$ cat src/rtl/fir_coeff_bank.sv
// Double-buffered coefficient store for the pulse-shaping FIR.
// The host streams a full tap set into the shadow bank. The filter reads the
// active bank with 1-cycle latency. A correctly framed load swaps banks
// atomically, and only on a cycle with no read in flight.
module fir_coeff_bank #(
    parameter int unsigned          N_TAPS     = 71,
    parameter int unsigned          COEF_W     = 8,
    parameter int unsigned          ADDR_W     = 7,
    parameter logic [COEF_W-1:0]    RESET_COEF = 8'h01
) (
    input  logic              clk,
    input  logic              rst_n,
    input  logic              wr_valid,
    output logic              wr_ready,
    input  logic [COEF_W-1:0] wr_data,
    input  logic              wr_last,
    input  logic              rd_en,
    input  logic [ADDR_W-1:0] rd_addr,
    output logic [COEF_W-1:0] rd_data,
    output logic              rd_valid,
    output logic              bank_ready,
    output logic              swap_pulse,
    output logic              load_err,
    output logic [ADDR_W-1:0] wr_count
);

    localparam logic [ADDR_W-1:0] LAST_IDX = ADDR_W'(N_TAPS - 1);

    typedef enum logic [1:0] {
        S_IDLE,
        S_LOAD,
        S_PENDING,
        S_ERR
    } state_t;

    state_t              state_q;
    logic                active_q;
    logic [ADDR_W-1:0]   wr_ptr_q;
    logic [ADDR_W-1:0]   wr_count_q;
    logic                swap_pulse_q;
    logic                load_err_q;
    logic                bank_ready_q;
    logic [COEF_W-1:0]   rd_data_q;
    logic                rd_valid_q;
    logic [COEF_W-1:0]   mem_q [2][N_TAPS];

    logic                wr_accept;
    logic                shadow_sel;

    // Beats are taken only while collecting a set; PENDING and ERR stall the host.
    always_comb begin
        wr_ready   = (state_q == S_IDLE) || (state_q == S_LOAD);
        wr_accept  = wr_valid && wr_ready;
        shadow_sel = ~active_q;
    end

    // Load-framing FSM: tracks the write pointer, validates framing, and commits the swap.
    always_ff @(posedge clk or negedge rst_n) begin
        if (!rst_n) begin
            state_q      <= S_IDLE;
            active_q     <= 1'b0;
            wr_ptr_q     <= '0;
            wr_count_q   <= '0;
            swap_pulse_q <= 1'b0;
            load_err_q   <= 1'b0;
        end else begin
            swap_pulse_q <= 1'b0;
            load_err_q   <= 1'b0;
            case (state_q)
                S_IDLE, S_LOAD: begin
                    if (wr_accept) begin
                        if (wr_ptr_q == LAST_IDX) begin
                            if (wr_last) begin
                                state_q    <= S_PENDING;
                                wr_ptr_q   <= wr_ptr_q + 1'b1;
                                wr_count_q <= wr_count_q + 1'b1;
                            end else begin
                                // Overlong set: the pointer is cleared on entry so ERR already shows 0.
                                state_q    <= S_ERR;
                                load_err_q <= 1'b1;
                                wr_ptr_q   <= '0;
                                wr_count_q <= '0;
                            end
                        end else if (wr_last) begin
                            state_q    <= S_ERR;
                            load_err_q <= 1'b1;
                            wr_ptr_q   <= '0;
                            wr_count_q <= '0;
                        end else begin
                            state_q    <= S_LOAD;
                            wr_ptr_q   <= wr_ptr_q + 1'b1;
                            wr_count_q <= wr_count_q + 1'b1;
                        end
                    end
                end
                S_PENDING: begin
                    // Swap only on a cycle with no read, so no read ever straddles two sets.
                    if (!rd_en) begin
                        state_q      <= S_IDLE;
                        active_q     <= ~active_q;
                        swap_pulse_q <= 1'b1;
                        wr_ptr_q     <= '0;
                        wr_count_q   <= '0;
                    end
                end
                S_ERR: begin
                    state_q <= S_IDLE;
                end
                default: begin
                    state_q <= S_IDLE;
                end
            endcase
        end
    end

    // Coefficient storage: both banks reload on reset; accepted beats land in the shadow bank.
    always_ff @(posedge clk or negedge rst_n) begin
        if (!rst_n) begin
            for (int unsigned b = 0; b < 2; b++) begin
                for (int unsigned t = 0; t < N_TAPS; t++) begin
                    mem_q[b][t] <= RESET_COEF;
                end
            end
        end else if (wr_accept) begin
            mem_q[shadow_sel][wr_ptr_q] <= wr_data;
        end
    end

    // Registered read of the active bank; out-of-range taps return zero.
    always_ff @(posedge clk or negedge rst_n) begin
        if (!rst_n) begin
            rd_data_q  <= '0;
            rd_valid_q <= 1'b0;
        end else begin
            rd_valid_q <= rd_en;
            if (rd_en) begin
                if (rd_addr <= LAST_IDX) begin
                    rd_data_q <= mem_q[active_q][rd_addr];
                end else begin
                    rd_data_q <= '0;
                end
            end
        end
    end

    // The reset set is itself a committed set, so the active bank is always usable.
    always_ff @(posedge clk or negedge rst_n) begin
        if (!rst_n) begin
            bank_ready_q <= 1'b1;
        end else begin
            bank_ready_q <= 1'b1;
        end
    end

    assign rd_data    = rd_data_q;
    assign rd_valid   = rd_valid_q;
    assign bank_ready = bank_ready_q;
    assign swap_pulse = swap_pulse_q;
    assign load_err   = load_err_q;
    assign wr_count   = wr_count_q;

endmodule
$ cat config.mk
export PLATFORM = sky130hd
export DESIGN_NAME = fir_coeff_bank
export DESIGN_NICKNAME = d
export VERILOG_FILES = /design/src/rtl/fir_coeff_bank.sv
export SDC_FILE = /design/constraint.sdc
export NUM_CORES = 2
export LEC_CHECK = 0
export ABC_AREA = 0
export CORE_MARGIN = 3
export CORE_UTILIZATION = 54
export CTS_BUF_LIST = sky130_fd_sc_hd__clkbuf_2 sky130_fd_sc_hd__clkbuf_4 sky130_fd_sc_hd__clkbuf_8
export DETAILED_ROUTE_END_ITERATION = 8
export PLACE_DENSITY = 0.7
export SETUP_SLACK_MARGIN = 0.1
export SKIP_CTS_REPAIR_TIMING = 1
export SYNTH_ARGS = -nofsm -noshare
export SYNTH_HDL_FRONTEND = slang
export SYNTH_SLANG_ARGS = --single-unit
$ cat constraint.sdc
create_clock -name clk -period 3 [get_ports clk]
set_input_delay 0.3 -clock clk [delete_from_list [all_inputs] [get_ports clk]]
set_output_delay 0.3 -clock clk [all_outputs]
set_load 0.05 [all_outputs]
==> run summary <==
================================================================================
Result of the run ................................................. finished clean
Number of global-route vias before repair .........................        36200
Cell count after placement ........................................         4952
Effective utilization at floorplan ................................        54.7%
Count of yosys warnings during synthesis ..........................            0
Number of iterations in the first detailed-routing pass ...........            5
Area share of the largest cell type after synthesis ...............        47.4%
Vias/cell .........................................................         6.28
Overall overflow remaining after global route .....................            0
Placed wire-length estimate after detailed placement ..............       100 mm
Async set-reset flop share out of synthesis .......................         100%
Cell with the most instances after synthesis ...................... sky130_fd_sc_hd__mux2_2
Min cycle time layout .............................................      2870 ps
Placement-stage cell area .........................................  57500 sq um
Cell type with the largest total area after synthesis ............. sky130_fd_sc_hd__dfrtp_1
Number of setup violations in the final report ....................            0
Global-route wire length before repair ............................       229 mm
Core area .........................................................  98700 sq um
Number of buffer cells added on primary ports .....................           38
H-Tree Depth ......................................................            4
Post-synth net total ..............................................         3649
Setup slack on the worst flop-to-flop path ........................       130 ps
IR drop worst, VDD ................................................     0.433 mV
Master cell of the clock root buffer .............................. sky130_fd_sc_hd__clkbuf_8
Pin count of the biggest net entering global routing ..............          143
Ratio of cells with drive above 1 in the final layout .............        55.5%
CTS sink cnt ......................................................         1164
Clock buffers created by TritonCTS ................................          189
Static leakage power ..............................................      29.7 nW
Setup skew after layout ...........................................      38.3 ps
Post-synthesis instance area ......................................  54000 sq um
Max-cap violations ................................................            0
Total Nets Final ..................................................         3905
Sequential-to-total area share from yosys stat ....................        54.3%
Max clock buf depth ...............................................            3
Clk Latency, worst-skew pair ......................................       870 ps
Clock-pin transition on the worst setup and hold timing paths .....        70 ps
Post-route antenna net violation count ............................            0
Post-route DRC violation count ....................................            0
Violation count after the first detailed-route iteration ..........         2605
Syn_area_per_cell .................................................   14.9 sq um
Via count .........................................................        33500
Hold violation count in the final report ..........................            0
Layout fillers ....................................................         7164
Total global-route track usage ....................................        29.5%
Count of final max-slew check failures ............................            0
Count of flip-flops with a built-in enable after synthesis ........            0
Routed wirelength normalized by instance count ....................      28.2 um
Number of antenna violations at the first check in global routing .            4
Area contributors post-synth ...................................... sky130_fd_sc_hd__dfrtp_1 (47%), sky130_fd_sc_hd__mux2_2 (24%), sky130_fd_sc_hd__mux4_2 (8.0%)
Unrepaired setup endpoints after global routing ...................         true
Crit Path Class ...................................................   reg -> reg
Critical Path AT ..................................................      3620 ps
Most common flop cell mapped by yosys ............................. sky130_fd_sc_hd__dfrtp_1
Setup TNS after final layout ......................................         0 ps
Final estimated routing congestion in global placement ............        0.943
Placement Rows ....................................................          115
Gate count after technology mapping ...............................         3624
Post-synth top cells .............................................. sky130_fd_sc_hd__mux2_2 (1146), sky130_fd_sc_hd__dfrtp_1 (1022), sky130_fd_sc_hd__mux4_2 (192)
Actual slew at the worst max-slew pin .............................       928 ps
Chip width ........................................................       322 um
Class of the tightest hold or removal check .......................    in -> reg
Type of element launching the critical path .......................     register
Total power consumption of the routed design ......................     0.0384 W
Fmax achieved .....................................................      348 MHz
TritonCTS clock tree ..............................................        built
Nature of the critical path endpoint ..............................     register
Io pins ...........................................................           40
Power density over the cells ......................................  619 nW/um^2
Design area .......................................................  62100 sq um
Height of the die .................................................       322 um
Post-Route WL .....................................................       151 mm
Final Hold Slack ..................................................      10.8 ps
Tcrit/Tclk final ..................................................        95.8%
Slew margin rel. ..................................................        37.8%
Area growth from synthesis to final layout ........................        15.0%
Yosys cell types ..................................................           79
Number of storage elements in the synthesis netlist ...............         1164
Required time of the critical path ................................      3740 ps
Largest driver fanout on the critical path ........................           18
Non-filler instance count after layout ............................         5335
Overall die area .................................................. 104000 sq um
================================================================================
## state kept, by name, summed over array words and instances (netlist names)
signal,count
wr_count,7
state_q,2
rd_valid,1
mem_q,1136
active_q,1
wr_ptr_q,7
rd_data,8
swap_pulse,1
load_err,1
## layout by cell type (no fill, tap or decap), types with 9 or more instances in the layout
master and count:
sky130_fd_sc_hd__clkbuf_4 85, sky130_fd_sc_hd__o211ai_1 12, sky130_fd_sc_hd__nand4_1 9, sky130_fd_sc_hd__o21ai_0 33, sky130_fd_sc_hd__mux2i_1 154, sky130_fd_sc_hd__a31oi_1 9
sky130_fd_sc_hd__mux4_2 193, sky130_fd_sc_hd__nor2_2 36, sky130_fd_sc_hd__inv_1 11, sky130_fd_sc_hd__o22ai_1 33, sky130_fd_sc_hd__dfrtp_1 1021, sky130_fd_sc_hd__clkinv_2 17
sky130_fd_sc_hd__nand2_1 149, sky130_fd_sc_hd__mux4_1 12, sky130_fd_sc_hd__mux2_2 1146, sky130_fd_sc_hd__o2bb2ai_1 9, sky130_fd_sc_hd__nor2_1 40, sky130_fd_sc_hd__clkdlybuf4s50_1 25
sky130_fd_sc_hd__nor2b_1 23, sky130_fd_sc_hd__a22oi_1 14, sky130_fd_sc_hd__a21oi_1 34, sky130_fd_sc_hd__clkbuf_8 240, sky130_fd_sc_hd__a211oi_1 32, sky130_fd_sc_hd__nor2_4 19
sky130_fd_sc_hd__buf_12 66, sky130_fd_sc_hd__nand2b_1 16, sky130_fd_sc_hd__dfstp_2 142, sky130_fd_sc_hd__nand3_1 20, sky130_fd_sc_hd__o221ai_1 23, sky130_fd_sc_hd__a22o_1 10
sky130_fd_sc_hd__buf_4 238, sky130_fd_sc_hd__nor3_1 16
## cell families (layout without fill, tap and decap cells)
logic type | Yosys count | count (layout) | synth area share, %
and+or+nand+nor | 376 | 376 | 3.61
buffers and inverters | 289 | 709 | 2.77
DFF | 1164 | 1164 | 54.3
xor gates and xnor gates | 10 | 10 | 0.162
AOI/OAI and AO/OA | 272 | 272 | 3.61
other | 1 | 5 | 0.00695
muxes | 1507 | 1507 | 35.4
adders and majority gates | 5 | 5 | 0.116
## layer usage
layer	vias to the layer above	share of wire [%]	track usage (%)	routed length, um
li1	14100	-	-	-
met1	18000	42	40.5	63500
met2	1090	47	46.2	70500
met3	321	6.7	5.82	10100
met4	0	4.3	12.9	6510
met5	-	0	0	0
## critical path, stage by stage (launching register included)
cell and delay [ps]:
sky130_fd_sc_hd__dfrtp_4 550, sky130_fd_sc_hd__buf_12 190, sky130_fd_sc_hd__buf_16 190, sky130_fd_sc_hd__buf_4 250, sky130_fd_sc_hd__mux4_2 520, sky130_fd_sc_hd__o22ai_1 350
sky130_fd_sc_hd__nor4_4 70, sky130_fd_sc_hd__a2111oi_2 380, sky130_fd_sc_hd__buf_4 170, sky130_fd_sc_hd__o31ai_1 50
## layout make-up
cell class	instances	area, sq um	share of cell area [%]
Sequential cell	1164	29300	47.2
Multi-Input combinational cell	2171	23400	37.6
Clock buffer	324	3930	6.33
Timing Repair Buffer	340	3540	5.71
Tap cell	1287	1610	2.59
Clock inverter	31	279	0.449
Inverter	14	52.6	0.0846
Antenna cell	4	10.0	0.0161
## where the power goes
part / internal (W) / leakage [nW] / switching [W]
combinational: 0.00311 / 11.8 / 0.00355
sequential: 0.0165 / 15.6 / 0.000419
clock: 0.00849 / 2.26 / 0.00640
total: 0.0281 / 29.7 / 0.0104
## path summary, 6_finish.rpt
check,from,endpoint,cells past startpoint
max,active_q$_DFFE_PN0P_,rd_data[2]$_DFFE_PN0P_,9
min,wr_data[4],mem_q[4]$_DFFE_PN0P_,3
max reg2reg,active_q$_DFFE_PN0P_,rd_data[2]$_DFFE_PN0P_,9
min reg2reg,mem_q[526]$_DFFE_PN0P_,mem_q[526]$_DFFE_PN0P_,1
max in group asynchronous,rst_n,swap_pulse$_DFF_PN0_,3
min in group asynchronous,rst_n,mem_q[1084]$_DFFE_PN0P_,2
## metrics by stage
stage	utilization (%)	setup slack (ps)
finish	62.9	126
CTS	62.5	-220
floorplan	-	724
global placement	58.2	-164
global route	62.9	62.4
detailed placement	58.2	-206
Note: power is estimated with default switching activity, not from simulation.
